==> src/rtl/banner_scroller_if.sv <==
`default_nettype none
// ============================================================================
//  Module   : banner_scroller_if
//  Purpose  : Bundles the strobe, control, message-write and display signals
//             of banner_scroller into one interface.
//             master : the side that drives ticks/control/writes and watches
//                      the display pins (tick generator, CPU, testbench).
//             slave  : the banner_scroller itself.
//  Signals  : tick_display, tick_banner  1-cycle strobes
//             enable                     1 = run/display, 0 = freeze + blank
//             wr_en, wr_addr, wr_data    message buffer write port
//             msg_len                    active message length (AW+1 bits)
//             anode                      active-low digit enables (one-cold)
//             seg                        active-low segments {g,f,e,d,c,b,a}
//  Revision : 1.0  initial release
// ============================================================================
interface banner_scroller_if #(
    parameter int NUM_DIGITS = 4,
    parameter int AW         = 4
);
    logic                  tick_display;
    logic                  tick_banner;
    logic                  enable;
    logic                  wr_en;
    logic [AW-1:0]         wr_addr;
    logic [4:0]            wr_data;
    logic [AW:0]           msg_len;
    logic [NUM_DIGITS-1:0] anode;
    logic [6:0]            seg;

    modport master (
        output tick_display,
        output tick_banner,
        output enable,
        output wr_en,
        output wr_addr,
        output wr_data,
        output msg_len,
        input  anode,
        input  seg
    );

    modport slave (
        input  tick_display,
        input  tick_banner,
        input  enable,
        input  wr_en,
        input  wr_addr,
        input  wr_data,
        input  msg_len,
        output anode,
        output seg
    );
endinterface : banner_scroller_if
`default_nettype wire

==> src/rtl/banner_scroller.sv <==
`default_nettype none
// ============================================================================
//  Module   : banner_scroller
//  Purpose  : Drives a multiplexed common-anode 7-segment display with a
//             scrolling message held in a small writable buffer. The digit
//             scan advances on tick_display, the scroll position on
//             tick_banner. anode/seg are registered (1-cycle latency from any
//             internal state change).
//  Ports    : clk   in  system clock
//             rst   in  synchronous reset, active-low
//             bus   slave modport of banner_scroller_if (ticks, enable,
//                   buffer write port, msg_len, anode/seg outputs)
//  Revision : 1.0  initial release
// ============================================================================
module banner_scroller #(
    parameter int NUM_DIGITS = 4,
    parameter int MSG_DEPTH  = 16,
    parameter int AW         = 4
) (
    input  wire logic          clk,
    input  wire logic          rst,
    banner_scroller_if.slave   bus
);

    // ------------------------------------------------------------------
    // Local constants
    // ------------------------------------------------------------------
    localparam int DSW = (NUM_DIGITS > 1) ? $clog2(NUM_DIGITS) : 1;
    // Wide enough for scroll_ptr + NUM_DIGITS-1 without overflow.
    localparam int SW  = AW + DSW + 1;

    localparam logic [6:0]    c_seg_blank  = 7'h7F;
    localparam logic [4:0]    c_chr_blank  = 5'h1F;
    localparam logic [DSW-1:0] c_last_digit = DSW'(NUM_DIGITS - 1);
    localparam logic [AW:0]   c_max_len    = (AW+1)'(MSG_DEPTH);

    // ------------------------------------------------------------------
    // Character code -> active-low segment pattern {g,f,e,d,c,b,a}
    // ------------------------------------------------------------------
    function automatic logic [6:0] f_glyph(input logic [4:0] code);
        logic [6:0] g;
        case (code)
            5'h00:   g = 7'b1000000; // 0
            5'h01:   g = 7'b1111001; // 1
            5'h02:   g = 7'b0100100; // 2
            5'h03:   g = 7'b0110000; // 3
            5'h04:   g = 7'b0011001; // 4
            5'h05:   g = 7'b0010010; // 5
            5'h06:   g = 7'b0000010; // 6
            5'h07:   g = 7'b1111000; // 7
            5'h08:   g = 7'b0000000; // 8
            5'h09:   g = 7'b0010000; // 9
            5'h0A:   g = 7'b0001000; // A
            5'h0B:   g = 7'b0000011; // b
            5'h0C:   g = 7'b1000110; // C
            5'h0D:   g = 7'b0100001; // d
            5'h0E:   g = 7'b0000110; // E
            5'h0F:   g = 7'b0001110; // F
            5'h10:   g = 7'b0111111; // '-' : segment g only
            default: g = c_seg_blank;
        endcase
        return g;
    endfunction

    // ------------------------------------------------------------------
    // State
    // ------------------------------------------------------------------
    logic [4:0]            r_buf [MSG_DEPTH];
    logic [DSW-1:0]        r_digit_sel;
    logic [AW-1:0]         r_scroll_ptr;
    logic [NUM_DIGITS-1:0] r_anode;
    logic [6:0]            r_seg;

    // ------------------------------------------------------------------
    // Effective message length: 0 is treated as 1, and anything beyond
    // the buffer depth saturates, so the modulo below never divides by 0
    // and never indexes past the buffer.
    // ------------------------------------------------------------------
    logic [AW:0] w_eff_len;

    always_comb begin
        w_eff_len = bus.msg_len;
        if (bus.msg_len == '0) begin
            w_eff_len = (AW+1)'(1);
        end else if (bus.msg_len > c_max_len) begin
            w_eff_len = c_max_len;
        end
    end

    // ------------------------------------------------------------------
    // Scroll pointer next-state helpers
    // ------------------------------------------------------------------
    logic [AW:0] w_ptr_ext;
    logic [AW:0] w_ptr_inc;
    logic        w_ptr_out_of_range;

    always_comb begin
        w_ptr_ext          = {1'b0, r_scroll_ptr};
        w_ptr_inc          = w_ptr_ext + (AW+1)'(1);
        w_ptr_out_of_range = (w_ptr_ext >= w_eff_len);
    end

    // ------------------------------------------------------------------
    // Character index for the digit currently scanned.
    // Digit k shows buf[(scroll_ptr + NUM_DIGITS-1-k) mod L]; a true modulo
    // keeps the mapping right even when L < NUM_DIGITS (several wraps) and
    // during the single cycle where scroll_ptr may still be >= L.
    // ------------------------------------------------------------------
    logic [SW-1:0] w_sum;
    logic [SW-1:0] w_mod;
    logic [AW-1:0] w_idx;

    always_comb begin
        w_sum = SW'(r_scroll_ptr) + SW'(NUM_DIGITS - 1) - SW'(r_digit_sel);
        w_mod = w_sum % SW'(w_eff_len);
        w_idx = AW'(w_mod);
    end

    // ------------------------------------------------------------------
    // One-cold anode decode of the current digit
    // ------------------------------------------------------------------
    logic [NUM_DIGITS-1:0] w_anode;

    always_comb begin
        w_anode = '1;
        for (int k = 0; k < NUM_DIGITS; k++) begin
            if (r_digit_sel == DSW'(k)) begin
                w_anode[k] = 1'b0;
            end
        end
    end

    // ------------------------------------------------------------------
    // Message buffer: resets to blank; writes are accepted regardless of
    // enable. Out-of-range addresses are dropped.
    // ------------------------------------------------------------------
    always_ff @(posedge clk) begin
        if (!rst) begin
            for (int i = 0; i < MSG_DEPTH; i++) begin
                r_buf[i] <= c_chr_blank;
            end
        end else if (bus.wr_en && (int'(bus.wr_addr) < MSG_DEPTH)) begin
            r_buf[bus.wr_addr] <= bus.wr_data;
        end
    end

    // ------------------------------------------------------------------
    // Digit scan counter
    // ------------------------------------------------------------------
    always_ff @(posedge clk) begin
        if (!rst) begin
            r_digit_sel <= '0;
        end else if (bus.enable && bus.tick_display) begin
            if (r_digit_sel == c_last_digit) begin
                r_digit_sel <= '0;
            end else begin
                r_digit_sel <= r_digit_sel + DSW'(1);
            end
        end
    end

    // ------------------------------------------------------------------
    // Scroll pointer. A pointer left stranded by a shrinking msg_len is
    // pulled back to 0 first; that takes priority over a banner tick.
    // ------------------------------------------------------------------
    always_ff @(posedge clk) begin
        if (!rst) begin
            r_scroll_ptr <= '0;
        end else if (w_ptr_out_of_range) begin
            r_scroll_ptr <= '0;
        end else if (bus.enable && bus.tick_banner) begin
            if (w_ptr_inc >= w_eff_len) begin
                r_scroll_ptr <= '0;
            end else begin
                r_scroll_ptr <= AW'(w_ptr_inc);
            end
        end
    end

    // ------------------------------------------------------------------
    // Registered display outputs, recomputed every cycle from current state
    // ------------------------------------------------------------------
    always_ff @(posedge clk) begin
        if (!rst) begin
            r_anode <= '1;
            r_seg   <= c_seg_blank;
        end else if (!bus.enable) begin
            r_anode <= '1;
            r_seg   <= c_seg_blank;
        end else begin
            r_anode <= w_anode;
            r_seg   <= f_glyph(r_buf[w_idx]);
        end
    end

    assign bus.anode = r_anode;
    assign bus.seg   = r_seg;

endmodule : banner_scroller
`default_nettype wire

==> src/flat_wrapper.sv <==
// flat-port wrapper written by rule: the top's interface ports become plain ports
module banner_scroller_flat 
#(
    parameter int NUM_DIGITS = 4,
    parameter int MSG_DEPTH  = 16,
    parameter int AW         = 4
)
  (clk, rst, bus_tick_display, bus_tick_banner, bus_enable, bus_wr_en, bus_wr_addr, bus_wr_data, bus_msg_len, bus_anode, bus_seg);
  banner_scroller_if #(.NUM_DIGITS(NUM_DIGITS), .AW(AW)) bus_i ();
  input  wire logic clk;
  input  wire logic rst;
  input wire logic [$bits(bus_i.tick_display)-1:0] bus_tick_display;
  input wire logic [$bits(bus_i.tick_banner)-1:0] bus_tick_banner;
  input wire logic [$bits(bus_i.enable)-1:0] bus_enable;
  input wire logic [$bits(bus_i.wr_en)-1:0] bus_wr_en;
  input wire logic [$bits(bus_i.wr_addr)-1:0] bus_wr_addr;
  input wire logic [$bits(bus_i.wr_data)-1:0] bus_wr_data;
  input wire logic [$bits(bus_i.msg_len)-1:0] bus_msg_len;
  output wire logic [$bits(bus_i.anode)-1:0] bus_anode;
  output wire logic [$bits(bus_i.seg)-1:0] bus_seg;
  assign bus_i.tick_display = bus_tick_display;
  assign bus_i.tick_banner = bus_tick_banner;
  assign bus_i.enable = bus_enable;
  assign bus_i.wr_en = bus_wr_en;
  assign bus_i.wr_addr = bus_wr_addr;
  assign bus_i.wr_data = bus_wr_data;
  assign bus_i.msg_len = bus_msg_len;
  assign bus_anode = bus_i.anode;
  assign bus_seg = bus_i.seg;
  banner_scroller #(.NUM_DIGITS(NUM_DIGITS), .MSG_DEPTH(MSG_DEPTH), .AW(AW)) u_core (.clk(clk), .rst(rst), .bus(bus_i));
endmodule
==> config.mk <==
export PLATFORM = sky130hd
export DESIGN_NAME = banner_scroller_flat
export DESIGN_NICKNAME = d
export VERILOG_FILES = /design/src/rtl/banner_scroller_if.sv /design/src/rtl/banner_scroller.sv /design/src/flat_wrapper.sv
export SDC_FILE = /design/constraint.sdc
export NUM_CORES = 1
export LEC_CHECK = 0
export ABC_AREA = 1
export BUFFER_PORTS_ARGS = -buffer_cell sky130_fd_sc_hd__buf_4
export CORE_MARGIN = 1
export CORE_UTILIZATION = 45
export CTS_CLUSTER_SIZE = 40
export DETAILED_ROUTE_END_ITERATION = 8
export PLACE_DENSITY_LB_ADDON = 0.08
export SLEW_MARGIN = 5
export SYNTH_ARGS = -nofsm -noshare
export SYNTH_HDL_FRONTEND = slang
export SYNTH_SLANG_ARGS = --single-unit
==> constraint.sdc <==
create_clock -name clk -period 11.66 [get_ports clk]
set_input_delay 2.332 -clock clk [delete_from_list [all_inputs] [get_ports clk]]
set_output_delay 2.332 -clock clk [all_outputs]
set_load 0.02 [all_outputs]
Yosys cells after proc, flatten, opt, wreduce, memory -nomap -nowiden
Memory sizes are Yosys's and may differ from the RTL's. A register that Yosys moved wholly into a read port is not among the register bits. Index checks and enable logic that the tools add are counted.

Register bits: 10. Memory bits (writable): 80. ROM bits: 224. Input bits: 20. Output and inout port bits: 11. Logic and storage cells: 40. Memories: 2.

Add/subtract/negate cells: 4. Div/mod/pow operators: 1. $lt $le $gt $ge: 3. Equality and inequality tests: 3. Muxes and demuxes: 15. Bitwise operators: 1. Reduce and logical (&&, ||, !) cells: 8.

Memory list: (name not given) (words 32, bits a word 7, rd ports 1, clocked after Yosys merged registers in 1, wr ports 0, RTL line banner_scroller.sv:42) `case (code)`; u_core.r_buf (words 16, bits a word 5, rd ports 1, clocked after Yosys merged registers in 0, wr ports 16, RTL line banner_scroller.sv:68) `logic [4:0] r_buf [MSG_DEPTH];`.

Operator list (count): two-way mux 5 bit (3); two-way mux 1 bit (9); two-way mux 4 bit (2); modulo 7 x 5 -> 7 bit (1); subtractor 7 x 2 -> 7 bit (1); adder 4 x 1 -> 5 bit (second input constant) (1); adder 4 x 2 -> 5 bit (second input constant) (1); >= comparator 4 x 5 -> 1 bit (1); >= comparator 5 bit (1); > comparator 5 bit (second input constant) (1); logical NOT 5 bit (1); OR reduction 5 bit (1); equality test 2 bit (second input constant) (2); adder 2 x 1 -> 2 bit (second input constant) (1); equality test 2 x 1 -> 1 bit (second input constant) (1); logical AND 1 bit (2); logical NOT 2 bit (1); two-way mux 2 bit (1); AND reduction 2 bit (1); OR reduction 2 bit (1); logical NOT 1 bit (1); NOT 1 bit (1).

Depth between registers and ports, before layout
Depth in word-level cells: 5. Depth in mapped cells: 88. Gate-level depth less buffers: 87.

Worst setup path before layout
Ideal clock, no wire load.

Kind: input to register. From: input bus_msg_len[1]. To: register u_core.r_seg[1] (netlist: u_core.bus.seg[1]). Library setup time: 115 ps. Arrival time: 11378 ps. Data required time: 11545 ps. Slack: 167 ps. Cell stages on the path: 81. Path buffers: 2. Cells stage by stage: nor2_1 > nand2_1 > a21oi_1 > inv_1 > ha_1 > or2_2 > nand3_1 > nand2_1 > nand2_1 > inv_1 > ha_1 > o21ai_0 > nand2_1 > nand2_1 > inv_1 > nand2_1 > nand2_1 > inv_1 > [45 not listed] > nand2_1 > inv_2 > nand2_8 > nand2_4 > nand2_2 > buf_6 > buf_6 > nand2_1 > nand3_1 > nand3_1 > nand3_1 > nand2_1 > inv_2 > ha_1 > inv_1 > nor2_1 > a21oi_1 > nand2_1.

Word-level cells in the longest chain between the ends: 5. Elaborated cells between the ends (all ways): 6. Classes of those cells: div: 1; order compare: 1; mux: 2; reduce/logical: 1; memory: 1.

RTL lines: from (decl) (RTL line flat_wrapper.sv:18) `input wire logic [$bits(bus_i.msg_len)-1:0] bus_msg_len;`; > comparator 5 bit (RTL line banner_scroller.sv:85) `end else if (bus.msg_len > c_max_len) begin`; two-way mux 5 bit (RTL line banner_scroller.sv:85); two-way mux 5 bit (*) (RTL line banner_scroller.sv:83) `if (bus.msg_len == '0) begin`; modulo 7 x 5 -> 7 bit (*) (RTL line banner_scroller.sv:115) `w_mod = w_sum % SW'(w_eff_len);`; memory read (16 x 5 bit) (*); to (decl) (RTL line banner_scroller.sv:72) `logic [6:0] r_seg;`.

Mark *: on every way between the ends. The rest lies on a longest branch, timed or not. A chain may end at the register's enable or synchronous reset.

Worst setup path in the final report
Same ends and word-level chain as after synthesis.

==> run summary <==
SETUP PATH
--------------------------------------------------------------------------------------
Required time of the critical path                                            11.91 ns
Library cell contributing the largest single delay on the critical path           ha_1
Worst-path fanout max                                                                9
Arrival time at the worst endpoint                                            11.46 ns
Kind of launch point of the worst setup path                                 input pin
Category of the worst setup path capture point                                register
Startpoint-to-endpoint class of the critical path                         input pin to register
Cell occurring most often along the worst timing path                          nand2_1
Crit path largest cell delay                                                   0.34 ns

CLOCKING
--------------------------------------------------------------------------------------
Worst skew pair latency                                                        0.35 ns
Number of buffers inserted during clock tree synthesis                               9
Number of buffers between clock root and the deepest sink                            2
Clock tree from TritonCTS                                                          yes
Clock slew at reported path FFs                                                0.07 ns
Sinks on the clock net                                                              97
Clock Tree Root                                                              clkbuf_16
H-tree levels                                                                        3

ROUTE
--------------------------------------------------------------------------------------
Drt first pass iters                                                                 5
Count of routing violations after the opening detailed-route iteration             297
Post-DR wirelength/cell                                                        15.2 um
Drt via density                                                                   5.13
Post-detailed-route DRC marker count                                                 0
Via Count                                                                        5,542
Post-route ant nets                                                                  0
Detailed Route WL                                                            16,400 um

STA
--------------------------------------------------------------------------------------
Post-route fraction of the period consumed by the critical path                  0.961
Transition time at the pin with the least slew margin                         0.756 ns
Worst clock skew                                                            0.00836 ns
Final setup violation count                                                          0
Crit path time final                                                          11.21 ns
Final Slew Violations                                                                0
Max Freq                                                                      89.2 MHz
Final worst hold slack                                                        0.549 ns
Hold Vio Cnt, Final                                                                  0
Max_slew headroom                                                                0.491

CELLS AND AREA
--------------------------------------------------------------------------------------
Layout-stage area growth over the synthesis result                               21.5%
Antenna diodes                                                                       0
Most used cells in the layout excluding fill and tap cells                nand2_1 (241), inv_1 (115), edfxtp_1 (80), buf_4 (75), nand3_1 (70)
Commonest non-fill, non-tap cell in the layout                                 nand2_1
Fraction of layout instances using a drive strength above 1                      0.230
Net total in the final layout                                                      966
Filler cell count                                                                1,300

GRT
--------------------------------------------------------------------------------------
Aggregate global-route resource usage                                            0.221
Number of antenna violations at the first check in global routing                    0
Sum of overflow across all layers after global routing                               0
First-pass GRT wire length                                                   25,000 um
Via count of the first global-routing pass                                       5,252
Pin count of the biggest net entering global routing                                24

RUN STATUS
--------------------------------------------------------------------------------------
Result of the run                                                         complete, no violations

FLOORPLANNING
--------------------------------------------------------------------------------------
Number of primary I/O pins                                                          31
Area enclosed by the die boundary                                          15,000 um^2
Initial cell density of the core                                                 0.466
Area of the core                                                           14,000 um^2
Row Count                                                                           43
Vertical die dimension                                                          123 um
Horizontal die dimension                                                        123 um

YOSYS
--------------------------------------------------------------------------------------
Primary FF master, synth                                                      edfxtp_1
Yosys synthesis warning count                                                        0
Netlist area before placement                                                6540 um^2
Share of synthesized area occupied by flip-flops and latches                     0.419
Synthesized netlist net count                                                      889
Synthesized netlist cell count                                                     818
Post-synth cell types                                                               44
Number of synthesized register bits                                                 97
Async set-or-reset flop fraction in the synthesized netlist                          0
Most area-consuming cells after synthesis                                 edfxtp_1 (37%), nand2_1 (15%), ha_1 (9.4%)
Avg Synthesized Cell Area                                                    8.00 um^2
Fraction of synthesized cell area taken by the top area cell type                0.367
Cell accounting for the most synthesized area                                 edfxtp_1
Number of flops mapped to enable cells by yosys                                     80

PLACED DESIGN
--------------------------------------------------------------------------------------
Routability cong.                                                                0.851
Buffers on Ports                                                                    30
DP HPWL                                                                      11,400 um

JOB
--------------------------------------------------------------------------------------
Max Cap Viol                                                                         0

WORST HOLD PATH
--------------------------------------------------------------------------------------
Type of the tightest min-delay check                                      register to register

## metrics by stage
step	setup TNS, ns	area [um^2]	std cells	util	setup slack (ns)
after global placement	-0.443	7150	1042	0.509	-0.101
after floorplan	0	6540	818	-	0.167
after CTS	0	7430	1058	0.529	0.00109
after detailed placement	-2.30	7150	1042	0.509	-0.362
after global routing	-1.24	7950	1080	0.566	-0.209
final	0	7950	1080	0.566	0.450
## kinds of logic (layout without fill, tap and decap cells)
group                      Yosys count  count (layout)  synth area share
and+or+nand+nor                    422             423             0.289
buffers and inverters              154             235            0.0977
DFF                                 97              97             0.419
AOI/OAI and AO/OA                   76              76            0.0692
adders and majority gates           51              51            0.0998
xor gates and xnor gates            16              16            0.0214
muxes                                2               2           0.00363
## Yosys cell counts, types with 4 or more instances
cell type	count
nand3_2	11
a21oi_1	16
buf_6	4
o21ai_0	27
nand2_1	258
nor3_1	4
nor2_1	42
nand3_1	77
nand2_4	5
dfxtp_1	17
xor2_1	10
inv_2	9
xnor2_1	6
edfxtp_1	80
clkbuf_1	7
inv_1	123
o211ai_1	17
ha_1	49
o21ai_1	6
buf_4	5
nand2_2	11
## layer usage
metal | vias up | track usage | share of wire
li1 | 2802 | - | -
met1 | 2607 | 0.254 | 0.43
met2 | 104 | 0.397 | 0.51
met3 | 29 | 0.0404 | 0.037
met4 | 0 | 0.0983 | 0.024
met5 | - | 0 | 0
## final timing paths
| path | from | to | slack, ns | depth (start not counted) |
|---|---|---|---|---|
| worst max register to register | u_core.r_scroll_ptr[0] | u_core.bus.seg[1] | 1.08 | 84 |
| worst max-delay path | bus_msg_len[1] | u_core.bus.seg[1] | 0.45 | 82 |
| worst min-delay path | u_core.r_scroll_ptr[1] | u_core.r_scroll_ptr[1] | 0.55 | 2 |
| worst min register to register | u_core.r_scroll_ptr[1] | u_core.r_scroll_ptr[1] | 0.55 | 2 |
## critical path, delay by kind of cell
family	cells	cell delay, ns
AO/OA/AOI/OAI	16	2.04
adder cells (fa/ha/maj)	8	2.17
buffers and inverters	12	0.96
AND/OR/NAND/NOR	46	4.00
## repair_timing
action                                  CTS  global route
endpoints found under the setup margin    0             7
endpoints found under the hold margin     0             0
resized for setup                         0            83
hold buffers                              0             0
buffers inserted                          0            19
## registers in the layout (all words and copies together), names as in the netlist
signal and flops:
u_core.bus.seg 7, u_core.bus.anode 4, u_core.r_buf 80, u_core.r_digit_sel 2, u_core.r_scroll_ptr 4
## layout make-up
class / count / area (um^2) / share of cell area
multi-input combinational: 568 / 3460 / 0.435
sequential: 97 / 2740 / 0.345
timing repair buffer: 85 / 733 / 0.0923
inverter: 134 / 510 / 0.0642
clock buffer: 9 / 225 / 0.0283
tap: 180 / 225 / 0.0283
clock inverter: 7 / 53.8 / 0.00677
Power is left out: the tool's default activity adds up to more than one toggle a clock period on the data nets, which glitch-free logic cannot reach.
